===== src/rtl/err_acc_sequencer_if.sv =====
// err_acc_sequencer_if: error stream, accumulator drive and sum output bundle for err_acc_sequencer
//   slave modport is the sequencer side; master modport is the surrounding system
//   start/num_err: burst request; err_*: error scalar stream; acc_*: accumulator drive/result; sum_*: total out; busy: not idle
interface err_acc_sequencer_if #(
  parameter int W = 34,
  parameter int CW = 8
);
  logic start;
  logic [CW-1:0] num_err;
  logic [W-1:0] err_in;
  logic err_valid;
  logic err_ready;
  logic [W-1:0] acc_input;
  logic acc_en;
  logic [W-1:0] acc_result;
  logic [W-1:0] sum_out;
  logic sum_valid;
  logic sum_ready;
  logic busy;
  modport slave (
    input start, num_err, err_in, err_valid, acc_result, sum_ready,
    output err_ready, acc_input, acc_en, sum_out, sum_valid, busy
  );
  modport master (
    output start, num_err, err_in, err_valid, acc_result, sum_ready,
    input err_ready, acc_input, acc_en, sum_out, sum_valid, busy
  );
endinterface


===== src/rtl/err_acc_sequencer.sv =====
// err_acc_sequencer: feeds a burst of error scalars into an external accumulator and returns the captured total
//   clk, reset_n (async active-low); bus: err_acc_sequencer_if.slave carrying the error stream,
//   accumulator drive (acc_input/acc_en/acc_result) and the sum_out/sum_valid/sum_ready output
module err_acc_sequencer #(
  parameter int BIT_WIDTH = 32,
  parameter int EXTRA_BITS = 2,
  parameter int COUNT_WIDTH = 8
) (
  input logic clk,
  input logic reset_n,
  err_acc_sequencer_if.slave bus
);
  typedef enum logic [1:0] {IDLE, FEED, WAIT, OUT} state_t;
  state_t state, state_nx;
  logic [COUNT_WIDTH-1:0] cnt, target;
  logic [BIT_WIDTH+EXTRA_BITS-1:0] sum_q;
  logic accept, last;
  assign accept = state == FEED && bus.err_valid;
  assign last = cnt == target - COUNT_WIDTH'(1);
  always_comb begin
    state_nx = state;
    case (state)
      IDLE: state_nx = bus.start ? (bus.num_err != '0 ? FEED : WAIT) : IDLE;
      FEED: state_nx = accept && last ? WAIT : FEED;
      WAIT: state_nx = OUT;
      default: state_nx = bus.sum_ready ? IDLE : OUT;
    endcase
  end
  // cnt==0 keeps acc_en low so the first scalar overwrites the stale sum; idle/out flush toward zero
  assign bus.err_ready = state == FEED;
  assign bus.acc_input = accept ? bus.err_in : '0;
  assign bus.acc_en = (state == FEED || state == WAIT) && cnt != '0;
  assign bus.sum_out = sum_q;
  assign bus.sum_valid = state == OUT;
  assign bus.busy = state != IDLE;
  always_ff @(posedge clk or negedge reset_n) begin
    if (!reset_n) begin
      state <= IDLE;
      cnt <= '0;
      target <= '0;
      sum_q <= '0;
    end else begin
      state <= state_nx;
      if (state == IDLE && bus.start) begin
        target <= bus.num_err;
        cnt <= '0;
      end else if (accept) cnt <= cnt + COUNT_WIDTH'(1);
      if (state == WAIT) sum_q <= bus.acc_result;
    end
  end
endmodule


===== src/flat_wrapper.sv =====
// flat-port wrapper written by rule: the top's interface ports become plain ports
module err_acc_sequencer_flat 
#(
  parameter int BIT_WIDTH = 32,
  parameter int EXTRA_BITS = 2,
  parameter int COUNT_WIDTH = 8
)
  (clk, reset_n, bus_start, bus_num_err, bus_err_in, bus_err_valid, bus_acc_result, bus_sum_ready, bus_err_ready, bus_acc_input, bus_acc_en, bus_sum_out, bus_sum_valid, bus_busy);
  err_acc_sequencer_if #(.W((34)), .CW((8))) bus_i ();
  input logic clk;
  input logic reset_n;
  input wire logic [$bits(bus_i.start)-1:0] bus_start;
  input wire logic [$bits(bus_i.num_err)-1:0] bus_num_err;
  input wire logic [$bits(bus_i.err_in)-1:0] bus_err_in;
  input wire logic [$bits(bus_i.err_valid)-1:0] bus_err_valid;
  input wire logic [$bits(bus_i.acc_result)-1:0] bus_acc_result;
  input wire logic [$bits(bus_i.sum_ready)-1:0] bus_sum_ready;
  output wire logic [$bits(bus_i.err_ready)-1:0] bus_err_ready;
  output wire logic [$bits(bus_i.acc_input)-1:0] bus_acc_input;
  output wire logic [$bits(bus_i.acc_en)-1:0] bus_acc_en;
  output wire logic [$bits(bus_i.sum_out)-1:0] bus_sum_out;
  output wire logic [$bits(bus_i.sum_valid)-1:0] bus_sum_valid;
  output wire logic [$bits(bus_i.busy)-1:0] bus_busy;
  assign bus_i.start = bus_start;
  assign bus_i.num_err = bus_num_err;
  assign bus_i.err_in = bus_err_in;
  assign bus_i.err_valid = bus_err_valid;
  assign bus_i.acc_result = bus_acc_result;
  assign bus_i.sum_ready = bus_sum_ready;
  assign bus_err_ready = bus_i.err_ready;
  assign bus_acc_input = bus_i.acc_input;
  assign bus_acc_en = bus_i.acc_en;
  assign bus_sum_out = bus_i.sum_out;
  assign bus_sum_valid = bus_i.sum_valid;
  assign bus_busy = bus_i.busy;
  err_acc_sequencer #(.BIT_WIDTH(BIT_WIDTH), .EXTRA_BITS(EXTRA_BITS), .COUNT_WIDTH(COUNT_WIDTH)) u_core (.clk(clk), .reset_n(reset_n), .bus(bus_i));
endmodule

===== config.mk =====
export PLATFORM = sky130hd
export DESIGN_NAME = err_acc_sequencer_flat
export DESIGN_NICKNAME = d
export VERILOG_FILES = /design/src/rtl/err_acc_sequencer_if.sv /design/src/rtl/err_acc_sequencer.sv /design/src/flat_wrapper.sv
export SDC_FILE = /design/constraint.sdc
export NUM_CORES = 1
export LEC_CHECK = 0
export CAP_MARGIN = 0
export CORE_UTILIZATION = 38
export DETAILED_ROUTE_END_ITERATION = 10
export GPL_TIMING_DRIVEN = 1
export HOLD_SLACK_MARGIN = 0.08
export MAX_ROUTING_LAYER = met4
export PLACE_DENSITY = 0.84
export SYNTH_ARGS = -nofsm -noshare
export SYNTH_HDL_FRONTEND = slang
export SYNTH_SLANG_ARGS = --single-unit

===== constraint.sdc =====
create_clock -name clk -period 2.4 [get_ports clk]
set_input_delay 0.48 -clock clk [delete_from_list [all_inputs] [get_ports clk]]
set_output_delay 0.48 -clock clk [all_outputs]
set_load 0.03 [all_outputs]

# Yosys cells after proc, flatten, opt, wreduce, memory -nomap -nowiden
# Cells that the tools add are included.
# classes
add_sub_neg	2
mul	0
div_mod_pow	0
n_lt_le_gt_ge	0
eq_ne	4
n_shift	0
n_mux	8
bitwise	0
reduce_logical	10
# ops
op	n
$mux 34	1
$mux 8	2
$reduce_bool 8->1	2
$add 8x1->8 const B	1
$eq 8x8->1	1
$mux 2	4
$sub 8x1->8 const B	1
$pmux 2 s3	1
$eq 2x2->1 const B	2
$logic_and 1x1->1	4
$reduce_bool 2->1	2
$eq 2x1->1 const B	1
$logic_not 2->1	1
$logic_or 1x1->1	1
# totals
ff_bits	52
latch_bits	0
mem_bits_rw	0
mem_bits_ro	0
input_bits	81
output_inout_bits	72
word_cells	28
memories	0

# Depth between registers and ports, before layout
# logic_depth
ltp_word	5
mapped_depth	9

# Worst setup path after synthesis
# No wires, ideal clock.
# synth_path
path_kind	register to register
startpoint	reg u_core.state[1]
endpoint	reg u_core.state[0]
arrival_ps	2059
required_ps	2278
setup_slack_ps	219
stages_incl_launch_ff	9
path_buffers	1
synth_period_minus_slack_ps	2181
cell_sequence	dfrtp_1 inv_1 ha_1 and2_1 buf_2 nand3_1 or4_4 a211oi_2 nor2_1
# synth_via
elab_chain_cells	5
word_cells_on_any_way	7
classes_between	eq/ne (2); mux (2); reduce/logical (3)
# synth_lines
item	line_no	source
start, declared	err_acc_sequencer.sv:14	state_t state, state_nx;
start signal, assigned	err_acc_sequencer.sv:43	state <= state_nx;
$eq 2x1->1 *	--	
net bus_err_ready	flat_wrapper.sv:18	output wire logic [$bits(bus_i.err_ready)-1:0] bus_err_ready;
$logic_and 1x1->1	err_acc_sequencer.sv:18	assign accept = state == FEED && bus.err_valid;
$logic_and 1x1->1	err_acc_sequencer.sv:24	FEED: state_nx = accept && last ? WAIT : FEED;
$mux 2	err_acc_sequencer.sv:24	
$pmux 2 s3 *	err_acc_sequencer.sv:22	case (state)
net u_core.state_nx[0]	err_acc_sequencer.sv:14	
# The timed path passes the listed nets; every way through them passes the cells marked *.
# A chain may end at the register's enable or synchronous reset.

# Final worst setup path
# layout_path
startpoint	reg u_core.cnt[0]
endpoint	out bus_acc_en
# layout_via
elab_chain_cells	2
# layout_lines
item	line_no	source
start, declared	err_acc_sequencer.sv:15	logic [COUNT_WIDTH-1:0] cnt, target;
start signal, assigned	err_acc_sequencer.sv:47	end else if (accept) cnt <= cnt + COUNT_WIDTH'(1);
$reduce_bool 8->1	err_acc_sequencer.sv:32	assign bus.acc_en = (state == FEED || state == WAIT) && cnt != '0;
$logic_and 1x1->1	err_acc_sequencer.sv:32	
end, declared	flat_wrapper.sv:20	output wire logic [$bits(bus_i.acc_en)-1:0] bus_acc_en;
# Every way passes these cells.

==> impl_metrics.py <==
metrics = {
    "run_status": {
        "outcome": "completed",
    },
    "worst_setup_path": {
        "worstSetupPathType": "flip-flop to output port",
        "max_stage_delay_ns": 0.45,
        "cp-end-kind": "output port",
        "worst_path_max_delay_cell": "dfrtp_1",
        "path_buf_inv": 2,
        "cp-start-kind": "flip-flop",
        "crit_path_max_fanout": 5,
        "crit_required_ns": 1.92,
        "crit_chain": "inv_1, ha_1, nor4b_1, a21boi_0, dlygate4sd2_1",
        "cp.arrival_ns": 1.79,
        "crit_family": "buffers and inverters",
    },
    "min_path": {
        "hold_class": "input pin to asynchronous set/reset pin",
    },
    "route": {
        "wire_per_inst_um": 14.6,
        "first_iter_violations": 125,
        "drc": 0,
        "ant_nets": 0,
        "firstDrtPassIters": 4,
        "wl_um": 7220,
        "via_count": 2407,
        "avgViaCountPerCell": 4.88,
    },
    "layout": {
        "nNetsFinal": 484,
        "area_growth_pct": 61.1,
        "drive_gt1_share_pct": 22.7,
        "fin_util_pct": 63.1,
        "antenna_cells": 0,
    },
    "sta": {
        "setup-violations-final": 0,
        "worstMarginPinSlew_ns": 0.666,
        "timing.fmax_mhz": 440,
        "rsz0062_at_grt": "false",
        "final-hold-violation-count": 0,
        "timing.slew.headroom_pct": 55.6,
        "tns_ns": 0,
        "fin_worst_skew_ns": 0.0202,
        "period_share_pct": 94.7,
        "period_minus_slack_ns": 2.27,
        "slew_violations": 0,
    },
    "synth": {
        "synth_cells": 245,
        "synth_fp_nets": 333,
        "synth_top_flop_cell": "dfrtp_1",
        "yosysWarnings": 0,
        "synth_area_per_cell_sq_um": 10.9,
        "netlist_area_sq_um": 2660,
        "synthSimpleGateAreaFrac_pct": 18.5,
        "synth-xor-area-share_pct": 5.60,
        "synthArstFlopShare_pct": 100,
        "synth_top_family_by_area": "simple AND/OR/NAND/NOR gates",
        "synthMuxAreaShare_pct": 14.8,
        "synthAdderAreaFrac_pct": 3.29,
        "synthDistinctLibCells": 39,
        "seq_area_frac_synth_pct": 48.9,
        "synth_seq_cells": 52,
        "synth_edf_count": 0,
        "synth_compound_area_share_pct": 4.70,
    },
    "global_route": {
        "grt_max_degree": 53,
        "grt_pass1_vias": 2446,
        "antenna_found_initial": 0,
        "grt_use_total_pct": 20.4,
        "grt_pass1_wl_um": 11500,
        "grt_overflow": 0,
    },
    "floorplanning": {
        "fp.dieW_um": 85.7,
        "io_pins": 153,
        "start_util_pct": 39.2,
        "design.core.area_sq_um": 6790,
        "die_area_sq_um": 7340,
        "die-height_um": 85.7,
        "core.rowCount": 30,
    },
    "clock_tree": {
        "cts_max_level": 2,
        "cts_tree": "built",
        "postCtsSetupBuffers": 0,
        "cts.sinks": 52,
        "clock_latency_ns": 0.31,
        "cts.path.max_buffers": 2,
        "cts_root_buf": "clkbuf_8",
        "cts_hold_buf": 0,
        "clk_pin_slew_ns": 0.11,
        "numCtsBuffers": 5,
    },
    "flow_run": {
        "drv_cap": 0,
    },
    "power_and_ir_drop": {
        "p_leak_nw": 1.98,
        "irDropWorstVdd_mv": 0.850,
        "cellPowerDensity_nw_per_um2": 1190,
        "p_total_w": 0.00509,
    },
    "placement": {
        "port_buffers": 152,
        "hpwlAfterDp_um": 5630,
        "gp_congestion": 0.863,
    },
}
## layer usage
layer  track usage (%)  vias to the layer above  wire length (um)
met4              4.55                        0                62
met2              33.1                       83              3620
met5                 -                        -                 0
met1              25.6                     1166              3110
met3              5.77                        6               429
li1                  -                     1152                 -
## cell usage after synthesis, types with 2 or more instances
library cell   n  area, sq um
a21oi_1        2         10.0
nor3_1         3         15.0
nor2_1        11         41.3
buf_1          2         7.51
nand4_1        2         12.5
xor2_1         8         70.1
mux2_2        34          383
inv_1          8         30.0
dfrtp_1       52         1300
nand2_1       27          101
and2_1         2         12.5
or4_1          2         15.0
clkbuf_1      10         37.5
ha_1           7         87.6
xnor2_1        9         78.8
nor4b_1        2         17.5
and3_1        34          213
nand3_1        4         20.0
o21ai_0        6         30.0
## final timing paths
| kind | endpoint | slack, ns | from | depth (start not counted) |
|---|---|---|---|---|
| max | bus_acc_en | 0.13 | u_core.cnt[0] | 5 |
| min | u_core.bus.sum_out[13] | 0.28 | reset_n | 2 |
| max reg2reg | u_core.state[1] | 0.23 | u_core.target[0] | 8 |
| min reg2reg | u_core.target[7] | 0.50 | u_core.target[7] | 2 |
| max in group asynchronous | u_core.cnt[6] | 1.66 | reset_n | 2 |
| min in group clk | u_core.target[7] | 0.50 | u_core.target[7] | 2 |
## worst register-to-register path, delay by kind of cell (launching register included)
kind                       cells  cell delay, ns
adders and majority gates      1            0.31
buffers and inverters          1            0.08
AOI/OAI and AO/OA              5            0.86
DFF                            1            0.42
and+or+nand+nor                1            0.45
## where the power goes
part	internal [W]	switching, W
combinational	0.00136	0.00168
sequential	0.00126	0.000253
clock	0.000213	0.000322
total	0.00284	0.00225
## placed cells by master (no fill, tap or decap), types with 2 or more instances in the layout
cell | netlist | layout
and2_1 | 2 | 2
or4_1 | 2 | 2
nor2_1 | 11 | 11
inv_1 | 8 | 8
nand4_1 | 2 | 2
dlygate4sd2_1 | 0 | 2
o21ai_0 | 6 | 6
buf_4 | 0 | 42
xor2_1 | 8 | 8
nor3_1 | 3 | 3
clkbuf_8 | 0 | 5
dfrtp_1 | 52 | 52
nand2_1 | 27 | 27
xnor2_1 | 9 | 9
mux2_2 | 34 | 34
nor4b_1 | 2 | 2
a21oi_1 | 2 | 2
inv_6 | 0 | 2
nand3_1 | 4 | 4
clkdlybuf4s50_1 | 0 | 115
and3_1 | 34 | 34
ha_1 | 7 | 6
## cell families (layout without fill, tap and decap cells)
logic type      count (synthesis)  count (layout)
buf+inv                        24             176
compound gates                 17              17
xor+xnor                       17              17
mux                            35              35
simple gates                   93              93
fa+ha+maj                       7               7
flops                          52              52
## state kept, by name, summed over array words and instances, names as in the netlist
register,cells
u_core.cnt,8
u_core.state,2
u_core.bus.sum_out,34
u_core.target,8
## through the flow
step | instance area, sq um | cells | setup WS, ns | hold slack, ns
finish | 4280 | 493 | 0.126 | 0.282
global route | 4280 | 493 | 0.0108 | 0.333
CTS | 4280 | 493 | 0.0708 | 0.297
detailed placement | 4190 | 485 | 0.189 | 0.485
global placement | 4190 | 485 | 0.217 | 0.483
floorplan | 2660 | 245 | 0.219 | 0.184
## final cells by class
type	count	area [sq um]
clock inverters	3	25.0
flip-flops and latches	52	1300
multi-input cells	169	1250
inverters	8	30.0
well taps	96	120
clock buffers	5	68.8
repair buffers	160	1490
fillers	581	2510
## what timing repair did
action,4_1_cts,5_1_grt
gates cloned,0,0
endpoints found under the setup margin,2,22
gates resized for setup,2,1
(Power assumes the default switching activity.)
